### src/rtl/ctr_ndigit_updown_sseg_pkg.sv
// Shared constants for the N-digit BCD up/down counter with seven-segment
// outputs. The package holds the active-low segment codes for 0-9, the blank
// code and the BCD digit limits, plus a small decoder function.
package ctr_ndigit_updown_sseg_pkg;

  localparam logic [3:0] BCD_MAX = 4'd9;
  localparam logic [3:0] BCD_MIN = 4'd0;

  // Active-low segments, bit 0 = a ... bit 6 = g.
  localparam logic [6:0] SEG_0     = 7'h40;
  localparam logic [6:0] SEG_1     = 7'h79;
  localparam logic [6:0] SEG_2     = 7'h24;
  localparam logic [6:0] SEG_3     = 7'h30;
  localparam logic [6:0] SEG_4     = 7'h19;
  localparam logic [6:0] SEG_5     = 7'h12;
  localparam logic [6:0] SEG_6     = 7'h02;
  localparam logic [6:0] SEG_7     = 7'h78;
  localparam logic [6:0] SEG_8     = 7'h00;
  localparam logic [6:0] SEG_9     = 7'h10;
  localparam logic [6:0] SEG_BLANK = 7'b1111111;

  function automatic logic [6:0] seg_encode(input logic [3:0] digit);
    logic [6:0] seg;
    case (digit)
      4'd0:    seg = SEG_0;
      4'd1:    seg = SEG_1;
      4'd2:    seg = SEG_2;
      4'd3:    seg = SEG_3;
      4'd4:    seg = SEG_4;
      4'd5:    seg = SEG_5;
      4'd6:    seg = SEG_6;
      4'd7:    seg = SEG_7;
      4'd8:    seg = SEG_8;
      4'd9:    seg = SEG_9;
      default: seg = SEG_BLANK; // digits are kept in 0-9, so unreachable
    endcase
    return seg;
  endfunction

endpackage

### src/rtl/ctr_bcd_updown_digit.sv
// One BCD digit of the up/down counter.
//   clk    : clock, rising edge
//   ar     : synchronous active-low reset (digit -> 0)
//   en_in  : advance this digit this cycle (carry/borrow from lower digits)
//   up     : 1 = increment, 0 = decrement
//   load   : parallel load of d (values above 9 load as 0), beats en_in
//   d      : load value
//   q      : current digit
//   tc_out : digit sits at its terminal value for the current direction
module ctr_bcd_updown_digit
  import ctr_ndigit_updown_sseg_pkg::*;
(
  input  logic       clk,
  input  logic       ar,
  input  logic       en_in,
  input  logic       up,
  input  logic       load,
  input  logic [3:0] d,
  output logic [3:0] q,
  output logic       tc_out
);

  logic [3:0] q_d;
  logic [3:0] q_q;

  // NOTE: q_d gets a default before any branch so no path leaves it
  // unassigned; that is what keeps this block free of latches.
  always_comb begin
    q_d = q_q;
    if (load) begin
      q_d = (d > BCD_MAX) ? BCD_MIN : d;
    end else if (en_in) begin
      if (up) q_d = (q_q == BCD_MAX) ? BCD_MIN : q_q + 4'd1;
      else    q_d = (q_q == BCD_MIN) ? BCD_MAX : q_q - 4'd1;
    end
  end

  // NOTE: state registers use non-blocking assignments so every flop samples
  // the pre-edge values, independent of statement order.
  always_ff @(posedge clk) begin
    if (!ar) q_q <= BCD_MIN;
    else     q_q <= q_d;
  end

  assign q      = q_q;
  assign tc_out = up ? (q_q == BCD_MAX) : (q_q == BCD_MIN);

endmodule

### src/rtl/ctr_ndigit_updown_sseg.sv
// N-digit decimal up/down counter with active-low seven-segment outputs.
//   clk      : clock, rising edge
//   ar       : synchronous active-low reset (count and ovf -> 0)
//   e_in     : count enable, active-low
//   up       : 1 = increment, 0 = decrement
//   load     : synchronous parallel load, beats counting
//   load_val : BCD load value, digit 0 in [3:0]
//   bcd      : registered count
//   leds     : segments, digit i in [7i+6:7i], optional leading-zero blanking
//   tc       : combinational terminal count for the current direction
//   ovf      : one-cycle pulse after any count cycle taken while tc = 1
module ctr_ndigit_updown_sseg
  import ctr_ndigit_updown_sseg_pkg::*;
#(
  parameter int DIGITS   = 6,
  parameter bit WRAP     = 1'b1,
  parameter bit BLANK_LZ = 1'b1
) (
  input  logic                  clk,
  input  logic                  ar,
  input  logic                  e_in,
  input  logic                  up,
  input  logic                  load,
  input  logic [4*DIGITS-1:0]   load_val,
  output logic [4*DIGITS-1:0]   bcd,
  output logic [7*DIGITS-1:0]   leds,
  output logic                  tc,
  output logic                  ovf
);

  logic [DIGITS-1:0] en_chain;
  logic [DIGITS-1:0] dig_tc;
  logic              count_req;
  logic              ovf_d;
  logic              ovf_q;

  assign count_req = ~e_in & ~load;
  assign tc        = &dig_tc;

  // In saturate mode the terminal state simply stops the chain at digit 0;
  // ovf still fires because a count cycle was taken at the boundary.
  assign en_chain[0] = count_req & (WRAP | ~tc);

  for (genvar i = 0; i < DIGITS; i++) begin : g_digit
    if (i > 0) begin : g_carry
      // Digit i moves only when every lower digit is at its terminal value.
      assign en_chain[i] = en_chain[i-1] & dig_tc[i-1];
    end

    ctr_bcd_updown_digit u_digit (
      .clk    (clk),
      .ar     (ar),
      .en_in  (en_chain[i]),
      .up     (up),
      .load   (load),
      .d      (load_val[4*i +: 4]),
      .q      (bcd[4*i +: 4]),
      .tc_out (dig_tc[i])
    );
  end

  for (genvar i = 0; i < DIGITS; i++) begin : g_decode
    if (i == 0) begin : g_lsd
      assign leds[6:0] = seg_encode(bcd[3:0]);
    end else begin : g_upper
      // Blank when this digit and everything above it are zero.
      logic blank;
      assign blank = BLANK_LZ && (bcd[4*DIGITS-1:4*i] == '0);
      assign leds[7*i +: 7] = blank ? SEG_BLANK : seg_encode(bcd[4*i +: 4]);
    end
  end

  assign ovf_d = count_req & tc;

  always_ff @(posedge clk) begin
    if (!ar) ovf_q <= 1'b0;
    else     ovf_q <= ovf_d;
  end

  assign ovf = ovf_q;

endmodule
### config.mk
export PLATFORM = sky130hd
export DESIGN_NAME = ctr_ndigit_updown_sseg
export DESIGN_NICKNAME = d
export VERILOG_FILES = /design/src/rtl/ctr_ndigit_updown_sseg_pkg.sv /design/src/rtl/ctr_bcd_updown_digit.sv /design/src/rtl/ctr_ndigit_updown_sseg.sv
export SDC_FILE = /design/constraint.sdc
export NUM_CORES = 1
export LEC_CHECK = 0
export CAP_MARGIN = 10
export CORE_MARGIN = 4
export CORE_UTILIZATION = 45
export DETAILED_ROUTE_END_ITERATION = 8
export DONT_BUFFER_PORTS = 1
export PLACE_DENSITY = 0.65
export SYNTH_ARGS = -nofsm -noshare
export SYNTH_HDL_FRONTEND = slang
export SYNTH_SLANG_ARGS = --single-unit
### constraint.sdc
create_clock -name clk -period 4.7 [get_ports clk]
set_clock_uncertainty 0.05 [all_clocks]
set_input_delay 0.94 -clock clk [delete_from_list [all_inputs] [get_ports clk]]
set_output_delay 0.94 -clock clk [all_outputs]
set_load 0.02 [all_outputs]
==> flow_summary.json <==
{
  "status": "complete, no violations",
  "combPwrFrac_pct": 24.7,
  "start_util_pct": 45.9,
  "numPortBuffers": 0,
  "hold_viol": 0,
  "hold_path.class": "flop to flop",
  "synth-warning-count": 0,
  "synth-main-ff-cell": "dfxtp_1",
  "max-slew-margin-rel_pct": 37.7,
  "avgSynthCellArea_um2": 8.06,
  "cp_common_cell": "or3_1",
  "drive_gt1_share_pct": 8.83,
  "muxShareOfSynthArea_pct": 6.72,
  "clock_sinks": 67,
  "grt_max_degree": 43,
  "critPathKind": "flop to primary output",
  "yosys.area_share.simple_pct": 22.5,
  "coreArea_um2": 11400,
  "period_share_pct": 90.8,
  "setup_violations": 0,
  "worst_setup_path_end_kind": "primary output",
  "synth_top_family_by_area": "compound AO/OA/AOI/OAI gates",
  "p_leak_uw": 0.00244,
  "netSwitchingFraction_pct": 31.8,
  "dieArea_um2": 13400,
  "syn_nets": 726,
  "synth_xor_xnor_area_share_pct": 0.336,
  "cp_slowest_cell": "or3_1",
  "p_clk_share_pct": 38.3,
  "area_growth_pct": 7.27,
  "r2r-start": "g_digit[1].u_digit.q[0]",
  "rsz0062_at_grt": "no",
  "cts_tree": "built",
  "diodes": 0,
  "via_count": 4565,
  "fin_setup_tns_ns": 0,
  "drv_slew": 0,
  "postCtsSetupBuffers": 0,
  "ctsResizeCount": 0,
  "final_nets": 708,
  "io_pins": 97,
  "via_per_inst": 5.88,
  "r2r_cells": 13,
  "grt_pass1_vias": 4273,
  "netlist_area_um2": 5220,
  "syn-instance-count": 647,
  "p_seq_share_pct": 37.1,
  "min_period_ns": 4.27,
  "wire_per_inst_um": 16.6,
  "synth-seq-cells": 67,
  "dpl_cell_area_um2": 5270,
  "place_hpwl_um": 9660,
  "drv_cap": 0,
  "first_pass_iters": 4,
  "gp_congestion": 0.869,
  "drtAntennaViolNets": 0,
  "grt_pass1_wl_um": 20500,
  "worst_pin_slew_ns": 0.935,
  "powerDensity_nw_per_um2": 341,
  "crit_fanout": 8,
  "dieHeight_um": 116,
  "synth_compound_area_share_pct": 25.3,
  "wirelength_um": 12900,
  "htree_levels": 3,
  "hp-start": "g_digit[4].u_digit.q[1]",
  "drt_iter0_drc": 207,
  "cts-root-buf": "clkbuf_16",
  "track_usage_pct": 19.2,
  "antenna_found_initial": 0,
  "hold_buffers": 0,
  "fin_area_um2": 5590,
  "grt-ovfl-total": 0,
  "p_sw_uw": 606,
  "die_w_um": 116,
  "clk_pin_slew_ns": 0.06,
  "clk_latency_ns": 0.33,
  "fmax_mhz": 234,
  "regToRegSetupSlack_ns": 0.83,
  "ir_drop_v": 0.000203,
  "crit_path_cell_trace": "inv_1, ha_1, nor3b_1, nand3_1, or3_1, or3_1, nand2b_1",
  "std_cell_rows": 39,
  "hold_depth": 2,
  "crit_required_ns": 3.71,
  "cp_slowest_stage_delay_ns": 0.58,
  "drc_errors": 0,
  "async_flop_share_pct": 0,
  "hold_path_end": "g_digit[4].u_digit.q[1]",
  "cp.arrival_ns": 3.28,
  "start_kind": "flop",
  "yosys.cell_types.count": 78,
  "synthAdderAreaFrac_pct": 12.0,
  "synth-edff-count": 0,
  "synth_seq_area_share_pct": 25.7,
  "clk_path_buf_depth": 2,
  "p_int_uw": 1300,
  "cts_buffers": 9
}
## critical path, delay by kind of cell (launching register included)
family / cells / cell delay [ns]
adders and majority gates: 1 / 0.26
and+or+nand+nor: 5 / 2.06
buffers and inverters: 1 / 0.18
DFF: 1 / 0.44
## cell usage in the layout, fill, tap and decap left out, types with 14 or more instances in the layout
cell type	synthesis	layout
a21oi_1	52	52
dfxtp_1	67	67
ha_1	50	50
inv_1	62	62
mux2i_1	20	20
nand2_1	42	42
nand2b_1	38	38
nand3_1	20	20
nor2_1	35	35
nor3_1	14	14
o21ai_0	35	35
## synth_stat cells, types with 8 or more instances
| cell type | number | share of area, % |
|---|---|---|
| a21oi_1 | 52 | 5.0 |
| a31oi_1 | 9 | 1.1 |
| clkbuf_1 | 20 | 1.4 |
| dfxtp_1 | 67 | 26 |
| ha_1 | 50 | 12 |
| inv_1 | 62 | 4.5 |
| mux2i_1 | 20 | 3.8 |
| nand2_1 | 42 | 3.0 |
| nand2b_1 | 38 | 4.6 |
| nand3_1 | 20 | 1.9 |
| nand3b_1 | 8 | 1.2 |
| nor2_1 | 35 | 2.5 |
| nor2b_1 | 11 | 1.3 |
| nor3_1 | 14 | 1.3 |
| o21ai_0 | 35 | 3.4 |
| or2_2 | 10 | 1.2 |
## worst max-delay path by stage
stage          depth (start not counted)                    start       to  slack [ns]
6_report                               7  g_digit[4].u_digit.q[1]  leds[9]        0.43
3_3_place_gp                          11                       up     flop        0.77
2_1_floorplan                         11                       up     flop        1.01
3_5_place_dp                          11                       up     flop        0.74
4_1_cts                                7  g_digit[4].u_digit.q[1]  leds[9]        0.39
5_1_grt                                7  g_digit[3].u_digit.q[0]  leds[7]        0.16
## metal layers
| layer | part of all wire [%] | vias to the layer above | global-route usage [%] |
|---|---|---|---|
| met5 | 0 | - | 0 |
| met4 | 2.8 | 0 | 8.58 |
| met3 | 7.1 | 25 | 5.74 |
| met2 | 48 | 146 | 32.1 |
| met1 | 42 | 2146 | 22.9 |
| li1 | - | 2248 | - |
## layout make-up
cell class              instances  area, um^2
clock buffers                  12         256
inverters                      63         236
well taps                     143         179
repair buffers                  3        22.5
fillers                      1117        5780
multi-input cells             485        3490
clock inverters                 4        72.6
flip-flops and latches         67        1340
## cell families (layout without fill, tap and decap cells)
kind of cell             Yosys count  count (layout)
buffers and inverters             95              82
AO/OA/AOI/OAI                    191             191
adder cells (fa/ha/maj)           50              50
AND/OR/NAND/NOR                  213             213
multiplexers                      29              29
XOR/XNOR                           2               2
flip-flops                        67              67
## metrics by stage
| step | cells | hold slack [ns] | worst slack [ns] | util [%] | total power [uW] |
|---|---|---|---|---|---|
| floorplan | 647 | 0.568 | 1.01 | - | 1110 |
| global placement | 761 | 0.628 | 0.775 | 46.3 | 1180 |
| detailed placement | 761 | 0.642 | 0.736 | 46.3 | 1190 |
| CTS | 777 | 0.629 | 0.390 | 49.2 | 1930 |
| global route | 777 | 0.635 | 0.165 | 49.2 | 2010 |
| finish | 777 | 0.645 | 0.432 | 49.2 | 1910 |
## power by group through the flow
stage,Sequential [uW],Clock (uW),Combinational [uW]
floorplan,693,0,419
global placement,717,0,461
detailed placement,720,0,470
CTS,708,747,472
global route,715,775,522
finish,707,730,470
No activity file was read; power rests on OpenSTA's default activity.
